`config.mk`:
```
export PLATFORM = sky130hd
export DESIGN_NAME = cpu_stage_ctrl
export DESIGN_NICKNAME = d
export VERILOG_FILES = /design/src/rtl/cpu_pkg.sv /design/src/rtl/cpu_stage_timer.sv /design/src/rtl/cpu_stage_ctrl.sv
export SDC_FILE = /design/constraint.sdc
export NUM_CORES = 1
export LEC_CHECK = 0
export CORE_MARGIN = 2
export CORE_UTILIZATION = 50
export CTS_CLUSTER_SIZE = 8
export DETAILED_ROUTE_END_ITERATION = 7
export PLACE_DENSITY = 0.8
export SYNTH_ARGS = -nofsm -noshare
export SYNTH_HDL_FRONTEND = slang
export SYNTH_SLANG_ARGS = --single-unit
```
`constraint.sdc`:
```
create_clock -name clk_i -period 2.3 [get_ports clk_i]
set_clock_uncertainty 0.05 [all_clocks]
set_input_delay 0.345 -clock clk_i [delete_from_list [all_inputs] [get_ports clk_i]]
set_output_delay 0.345 -clock clk_i [all_outputs]
set_load 0.1 [all_outputs]
```
`src/rtl/cpu_pkg.sv`:
```
// Shared types for the multi-cycle Y86 stage controller:
// stage states, status codes, icode constants and the per-stage control bundle.
package cpu_pkg;

    typedef enum logic [2:0] {
        ST_IDLE      = 3'd0,
        ST_FETCH     = 3'd1,
        ST_DECODE    = 3'd2,
        ST_EXECUTE   = 3'd3,
        ST_MEMORY    = 3'd4,
        ST_WRITEBACK = 3'd5,
        ST_PCUPD     = 3'd6,
        ST_HALT      = 3'd7
    } stage_e;

    typedef enum logic [2:0] {
        STAT_AOK = 3'd1,
        STAT_HLT = 3'd2,
        STAT_ADR = 3'd3,
        STAT_INS = 3'd4
    } stat_e;

    localparam logic [3:0] I_HALT   = 4'h0;
    localparam logic [3:0] I_NOP    = 4'h1;
    localparam logic [3:0] I_RRMOVQ = 4'h2;
    localparam logic [3:0] I_IRMOVQ = 4'h3;
    localparam logic [3:0] I_RMMOVQ = 4'h4;
    localparam logic [3:0] I_MRMOVQ = 4'h5;
    localparam logic [3:0] I_OPQ    = 4'h6;
    localparam logic [3:0] I_JXX    = 4'h7;
    localparam logic [3:0] I_CALL   = 4'h8;
    localparam logic [3:0] I_RET    = 4'h9;
    localparam logic [3:0] I_PUSHQ  = 4'hA;
    localparam logic [3:0] I_POPQ   = 4'hB;

    typedef struct packed {
        logic fetch;
        logic decode;
        logic execute;
        logic wb;
        logic pc;
        logic mem_req;
        logic busy;
    } ctrl_t;

    // Control outputs implied by a stage state.
    function automatic ctrl_t stage_ctrl(stage_e s);
        ctrl_t c;
        c = '0;
        case (s)
            ST_FETCH: begin
                c.fetch = 1'b1;
                c.busy  = 1'b1;
            end
            ST_DECODE: begin
                c.decode = 1'b1;
                c.busy   = 1'b1;
            end
            ST_EXECUTE: begin
                c.execute = 1'b1;
                c.busy    = 1'b1;
            end
            ST_MEMORY: begin
                c.mem_req = 1'b1;
                c.busy    = 1'b1;
            end
            ST_WRITEBACK: begin
                c.wb   = 1'b1;
                c.busy = 1'b1;
            end
            ST_PCUPD: begin
                c.pc   = 1'b1;
                c.busy = 1'b1;
            end
            default: c = '0;
        endcase
        return c;
    endfunction

    // Instructions that actually touch data memory.
    function automatic logic is_mem_icode(logic [3:0] ic);
        return (ic == I_RMMOVQ) || (ic == I_MRMOVQ) ||
               (ic == I_CALL)   || (ic == I_RET)    ||
               (ic == I_PUSHQ)  || (ic == I_POPQ);
    endfunction

endpackage

```
`src/rtl/cpu_stage_timer.sv`:
```
// MEMORY-stage wait timer: cleared by load, advances while counting,
// expire marks the LIMIT-th consecutive counted cycle.
module cpu_stage_timer #(
    parameter int LIMIT = 8
) (
    input  logic clk_i,
    input  logic rst_n_i,
    input  logic load_i,
    input  logic count_i,
    output logic expire_o
);

    localparam int W = (LIMIT > 1) ? $clog2(LIMIT) : 1;
    localparam logic [W-1:0] LAST = W'(LIMIT - 1);

    logic [W-1:0] cnt_q;

    // Cycle counter; stops at LAST so it never wraps while waiting.
    always_ff @(posedge clk_i or negedge rst_n_i) begin
        if (!rst_n_i) begin
            cnt_q <= '0;
        end else if (load_i) begin
            cnt_q <= '0;
        end else if (count_i && !expire_o) begin
            cnt_q <= cnt_q + W'(1);
        end
    end

    assign expire_o = (cnt_q == LAST);

endmodule

```
`src/rtl/cpu_stage_ctrl.sv`:
```
// Multi-cycle Y86 stage sequencer with run/step control and memory timeout.
// Optional: define CPU_STAGE_CTRL_SKIP_MEM_EN to bypass MEMORY for non-memory icodes.
module cpu_stage_ctrl
    import cpu_pkg::*;
#(
    parameter int CNT_W       = 32,
    parameter int MEM_TIMEOUT = 8
) (
    input  logic             clk_i,
    input  logic             rst_n_i,
    input  logic             run_i,
    input  logic             step_i,
    input  logic [3:0]       icode_i,
    input  logic             instr_valid_i,
    input  logic             imem_error_i,
    input  logic             dmem_error_i,
    input  logic             mem_ack_i,
    output logic             fetch_en_o,
    output logic             decode_en_o,
    output logic             execute_en_o,
    output logic             wb_en_o,
    output logic             pc_en_o,
    output logic             mem_req_o,
    output logic [2:0]       stat_o,
    output logic             busy_o,
    output logic [CNT_W-1:0] retired_o
);

    localparam logic [CNT_W-1:0] RET_MAX = '1;

    stage_e           state_q;
    stage_e           state_n;
    stat_e            stat_q;
    stat_e            stat_n;
    logic             step_q;
    logic             step_n;
    ctrl_t            ctrl_q;
    logic [CNT_W-1:0] retired_q;
    logic             tmo_expire;

    cpu_stage_timer #(
        .LIMIT (MEM_TIMEOUT)
    ) u_timer (
        .clk_i    (clk_i),
        .rst_n_i  (rst_n_i),
        .load_i   (state_q == ST_EXECUTE),
        .count_i  (state_q == ST_MEMORY),
        .expire_o (tmo_expire)
    );

    // Next stage, halt cause and single-step latch.
    always_comb begin
        state_n = state_q;
        stat_n  = stat_q;
        step_n  = step_q;
        case (state_q)
            ST_IDLE: begin
                if (run_i || step_i) begin
                    state_n = ST_FETCH;
                    step_n  = step_i;
                end
            end
            ST_FETCH: begin
                if (imem_error_i) begin
                    state_n = ST_HALT;
                    stat_n  = STAT_ADR;
                end else if (!instr_valid_i) begin
                    state_n = ST_HALT;
                    stat_n  = STAT_INS;
                end else if (icode_i == I_HALT) begin
                    state_n = ST_HALT;
                    stat_n  = STAT_HLT;
                end else begin
                    state_n = ST_DECODE;
                end
            end
            ST_DECODE: begin
                state_n = ST_EXECUTE;
            end
            ST_EXECUTE: begin
`ifdef CPU_STAGE_CTRL_SKIP_MEM_EN
                state_n = is_mem_icode(icode_i) ? ST_MEMORY : ST_WRITEBACK;
`else
                state_n = ST_MEMORY;
`endif
            end
            ST_MEMORY: begin
                if (mem_ack_i) begin
                    if (dmem_error_i) begin
                        state_n = ST_HALT;
                        stat_n  = STAT_ADR;
                    end else begin
                        state_n = ST_WRITEBACK;
                    end
                end else if (tmo_expire) begin
                    state_n = ST_HALT;
                    stat_n  = STAT_ADR;
                end
            end
            ST_WRITEBACK: begin
                state_n = ST_PCUPD;
            end
            ST_PCUPD: begin
                if (run_i && !step_q) begin
                    state_n = ST_FETCH;
                end else begin
                    state_n = ST_IDLE;
                    step_n  = 1'b0;
                end
            end
            ST_HALT: begin
                state_n = ST_HALT;
            end
            default: begin
                state_n = ST_IDLE;
            end
        endcase
    end

    // State, status, step latch and registered stage controls.
    always_ff @(posedge clk_i or negedge rst_n_i) begin
        if (!rst_n_i) begin
            state_q <= ST_IDLE;
            stat_q  <= STAT_AOK;
            step_q  <= 1'b0;
            ctrl_q  <= '0;
        end else begin
            state_q <= state_n;
            stat_q  <= stat_n;
            step_q  <= step_n;
            ctrl_q  <= stage_ctrl(state_n);
        end
    end

    // Retired count bumps as PCUPD completes and sticks at all-ones.
    always_ff @(posedge clk_i or negedge rst_n_i) begin
        if (!rst_n_i) begin
            retired_q <= '0;
        end else if (state_q == ST_PCUPD && retired_q != RET_MAX) begin
            retired_q <= retired_q + CNT_W'(1);
        end
    end

    assign fetch_en_o   = ctrl_q.fetch;
    assign decode_en_o  = ctrl_q.decode;
    assign execute_en_o = ctrl_q.execute;
    assign wb_en_o      = ctrl_q.wb;
    assign pc_en_o      = ctrl_q.pc;
    assign mem_req_o    = ctrl_q.mem_req;
    assign busy_o       = ctrl_q.busy;
    assign stat_o       = stat_q;
    assign retired_o    = retired_q;

endmodule

```
==> impl_metrics.ini <==
[timing]
rsz0062_at_grt = false
worst_slew_pin_slew_ns = 0.595
hold_viol = 0
slew_viol_final = 0
min_period_over_period_pct = 90.9
setup-violations-final = 0
relSlewSlack_pct = 60.2
min_period_ns = 2.09
fmax_ghz = 0.478
tns_ns = 0
layout_setup_ws_ns = 0.209

[routing]
drtAntennaViolNets = 0
routedWlPerCell_um = 14.6
drc = 0
dr_total_vias = 1930
routed_wl_um = 5050
vias_per_cell = 5.59
firstDrtPassIters = 4
drtIter0Drc = 62

[clock_tree]
cts.sinks = 49
clk_latency_ns = 0.30
postCtsSetupBuffers = 0
clkTransAtPathRegs_ns = 0.09
tritoncts = built
cts_max_path_buffers = 2
cts_root_buf = clkbuf_8
htreeDepth = 2
cts_buffers = 5

[floorplan]
rows = 25
die_h_um = 73.2
num_io_pins = 54
initial_core_util_pct = 51.4
die_area_um2 = 5360
die_w_um = 73.2
core_um2 = 4660

[synthesis]
ys.flop_type = dfrtp_1
synth_cell_types = 46
yosys-top-cells-area = dfrtp_1, xnor2_1, xor2_1
yosys_warnings = 0
netlist_area_um2 = 2390
synth_edf_count = 0
synth_top_area_share_pct = 50.2
seq_area_frac_synth_pct = 51.3
postSynthCellCount = 227
netlist.top_cell.by_area = dfrtp_1
synth_seq_cells = 49
syn_area_per_cell_um2 = 10.5
syn-num-nets = 242
synthArstFlopShare_pct = 100

[place]
gp_congestion = 0.871
placed_cell_area_um2 = 2930
place_ws_ns = 0.106
portBuffers = 53
dp_hpwl_um = 3770

[final_layout]
num-nets-final = 305
final_common_cell = buf_4
fillers = 378
final_cell_mix = buf_4, dfrtp_1, dfrtp_2
fin_area_um2 = 3050
drive_above_1_share_pct = 33.0
syn_to_final_growth_pct = 27.3
diodes = 0

[setup_path]
cpLargestDelayFamily = compound AO/OA/AOI/OAI gates
worstPathArrival_ns = 2.23
crit_start = retired_o[0]$_DFFE_PN0P_
startpoint_type = flop
worstPathMaxFanout = 10
cp.depth = 5
worstPathRequired_ns = 2.43
rr_endpoint = retired_o[1]$_DFFE_PN0P_
critPathCapture = retired_o[1]$_DFFE_PN0P_
crit_chain = ha_1 > nand3_1 > nor4_4 > a31oi_2 > mux2_2
critPathBufInv = 0
worstRegToRegCells = 5
r2r_start = retired_o[0]$_DFFE_PN0P_
rrSetupSlack_ns = 0.21
critPathMaxStageDelay_ns = 0.54
critPathCaptureType = flop
slowest_stage = a31oi_2
worstSetupPathType = flop to flop

[global_route]
met2_usage_pct = 32.1
grtUsageMet1_pct = 27.5
grt_use_total_pct = 20.2
grt_max_degree = 42
grtUsageMet3_pct = 4.14
overflow = 0
antenna_found_initial = 0
grt_pass1_wl_um = 8380
grt_pass1_vias = 1791
grt.busiest_layer = met2

[power]
cellLeakagePower_uw = 0.00138
power_density_nw_per_um2 = 1160
max-vdd-ir-drop_mv = 1.15

[worst_hold_path]
hp-class = input pin to asynchronous set/reset pin

[job]
cap_violations = 0

[run_status]
status = complete, no violations
[kinds of logic after synthesis]
logic type,Yosys count,share of synthesized area (%)
AO/OA/AOI/OAI,27,8.00
XOR/XNOR,29,10.6
adder cells (fa/ha/maj),3,1.57
buffers and inverters,13,2.25
flip-flops,49,51.3
multiplexers,6,2.72
AND/OR/NAND/NOR,100,23.6
[state kept, by name, summed over array words and instances, names as in the netlist]
name	flops
busy_o	1
decode_en_o	1
execute_en_o	1
fetch_en_o	1
mem_req_o	1
pc_en_o	1
retired_o	32
stat_o	3
state_q	3
step_q	1
u_timer.cnt_q	3
wb_en_o	1
[worst register-to-register path: cells and delay by family (launching register included)]
kind                     cells  cell delay, ns
flip-flops                   1            0.44
AND/OR/NAND/NOR              2            0.33
AO/OA/AOI/OAI                1            0.54
multiplexers                 1            0.40
adder cells (fa/ha/maj)      1            0.23
[stage by stage]
step	hold WS (ns)	total power, uW	cells	utilization, %
2_1_floorplan	-0.000591	2590	227	-
3_3_place_gp	0.153	2990	336	63.0
3_5_place_dp	0.156	3020	336	63.0
4_1_cts	0.358	3540	345	65.1
5_1_grt	0.378	3710	345	65.4
6_report	0.369	3540	345	65.4
[where the power goes]
group          switching (uW)  internal (uW)
registers                 129           1050
logic                    1380            470
clock network             269            246
[worst min-delay path by stage]
stage	slack (ns)	depth (start not counted)	to
after detailed placement	0.16	1	stat_o[2]$_DFFE_PN0P_
after CTS	0.36	2	pc_en_o$_DFF_PN0_
after global routing	0.38	2	pc_en_o$_DFF_PN0_
after floorplan	-0.0006	0	busy_o$_DFF_PN0_
final	0.37	2	u_timer.cnt_q[2]$_DFFE_PN0P_
after global placement	0.15	1	stat_o[2]$_DFFE_PN0P_
[synthesized netlist by cell type, types with 3 or more instances]
cell	number
o21ai_0	5
nor2_1	21
xor2_1	11
nand4_1	10
ha_1	3
a21oi_1	9
dfrtp_1	48
xnor2_1	18
nor3_1	12
mux2_2	4
nand3_1	13
inv_1	9
nand2_1	19
[area by class of cell]
class | count | area (um^2) | share of cell area [%]
Timing Repair Buffer | 60 | 475 | 15.6
Tap cell | 54 | 67.6 | 2.22
Clock buffer | 8 | 90.1 | 2.96
Inverter | 9 | 33.8 | 1.11
Sequential cell | 49 | 1250 | 41.2
Multi-Input combinational cell | 165 | 1120 | 36.9
[metal layers]
metal  part of all wire, %  wire, um
met1                    46      2330
met2                    48      2440
met3                   4.8       243
met4                  0.77        39
met5                     0         0
[what timing repair did]
action | CTS | global route
endpoints found under the setup margin | 0 | 2
hold buffers | 1 | 0
endpoints found under the hold margin | 7 | 0
resized for setup | 0 | 3
(Power assumes the default switching activity.)
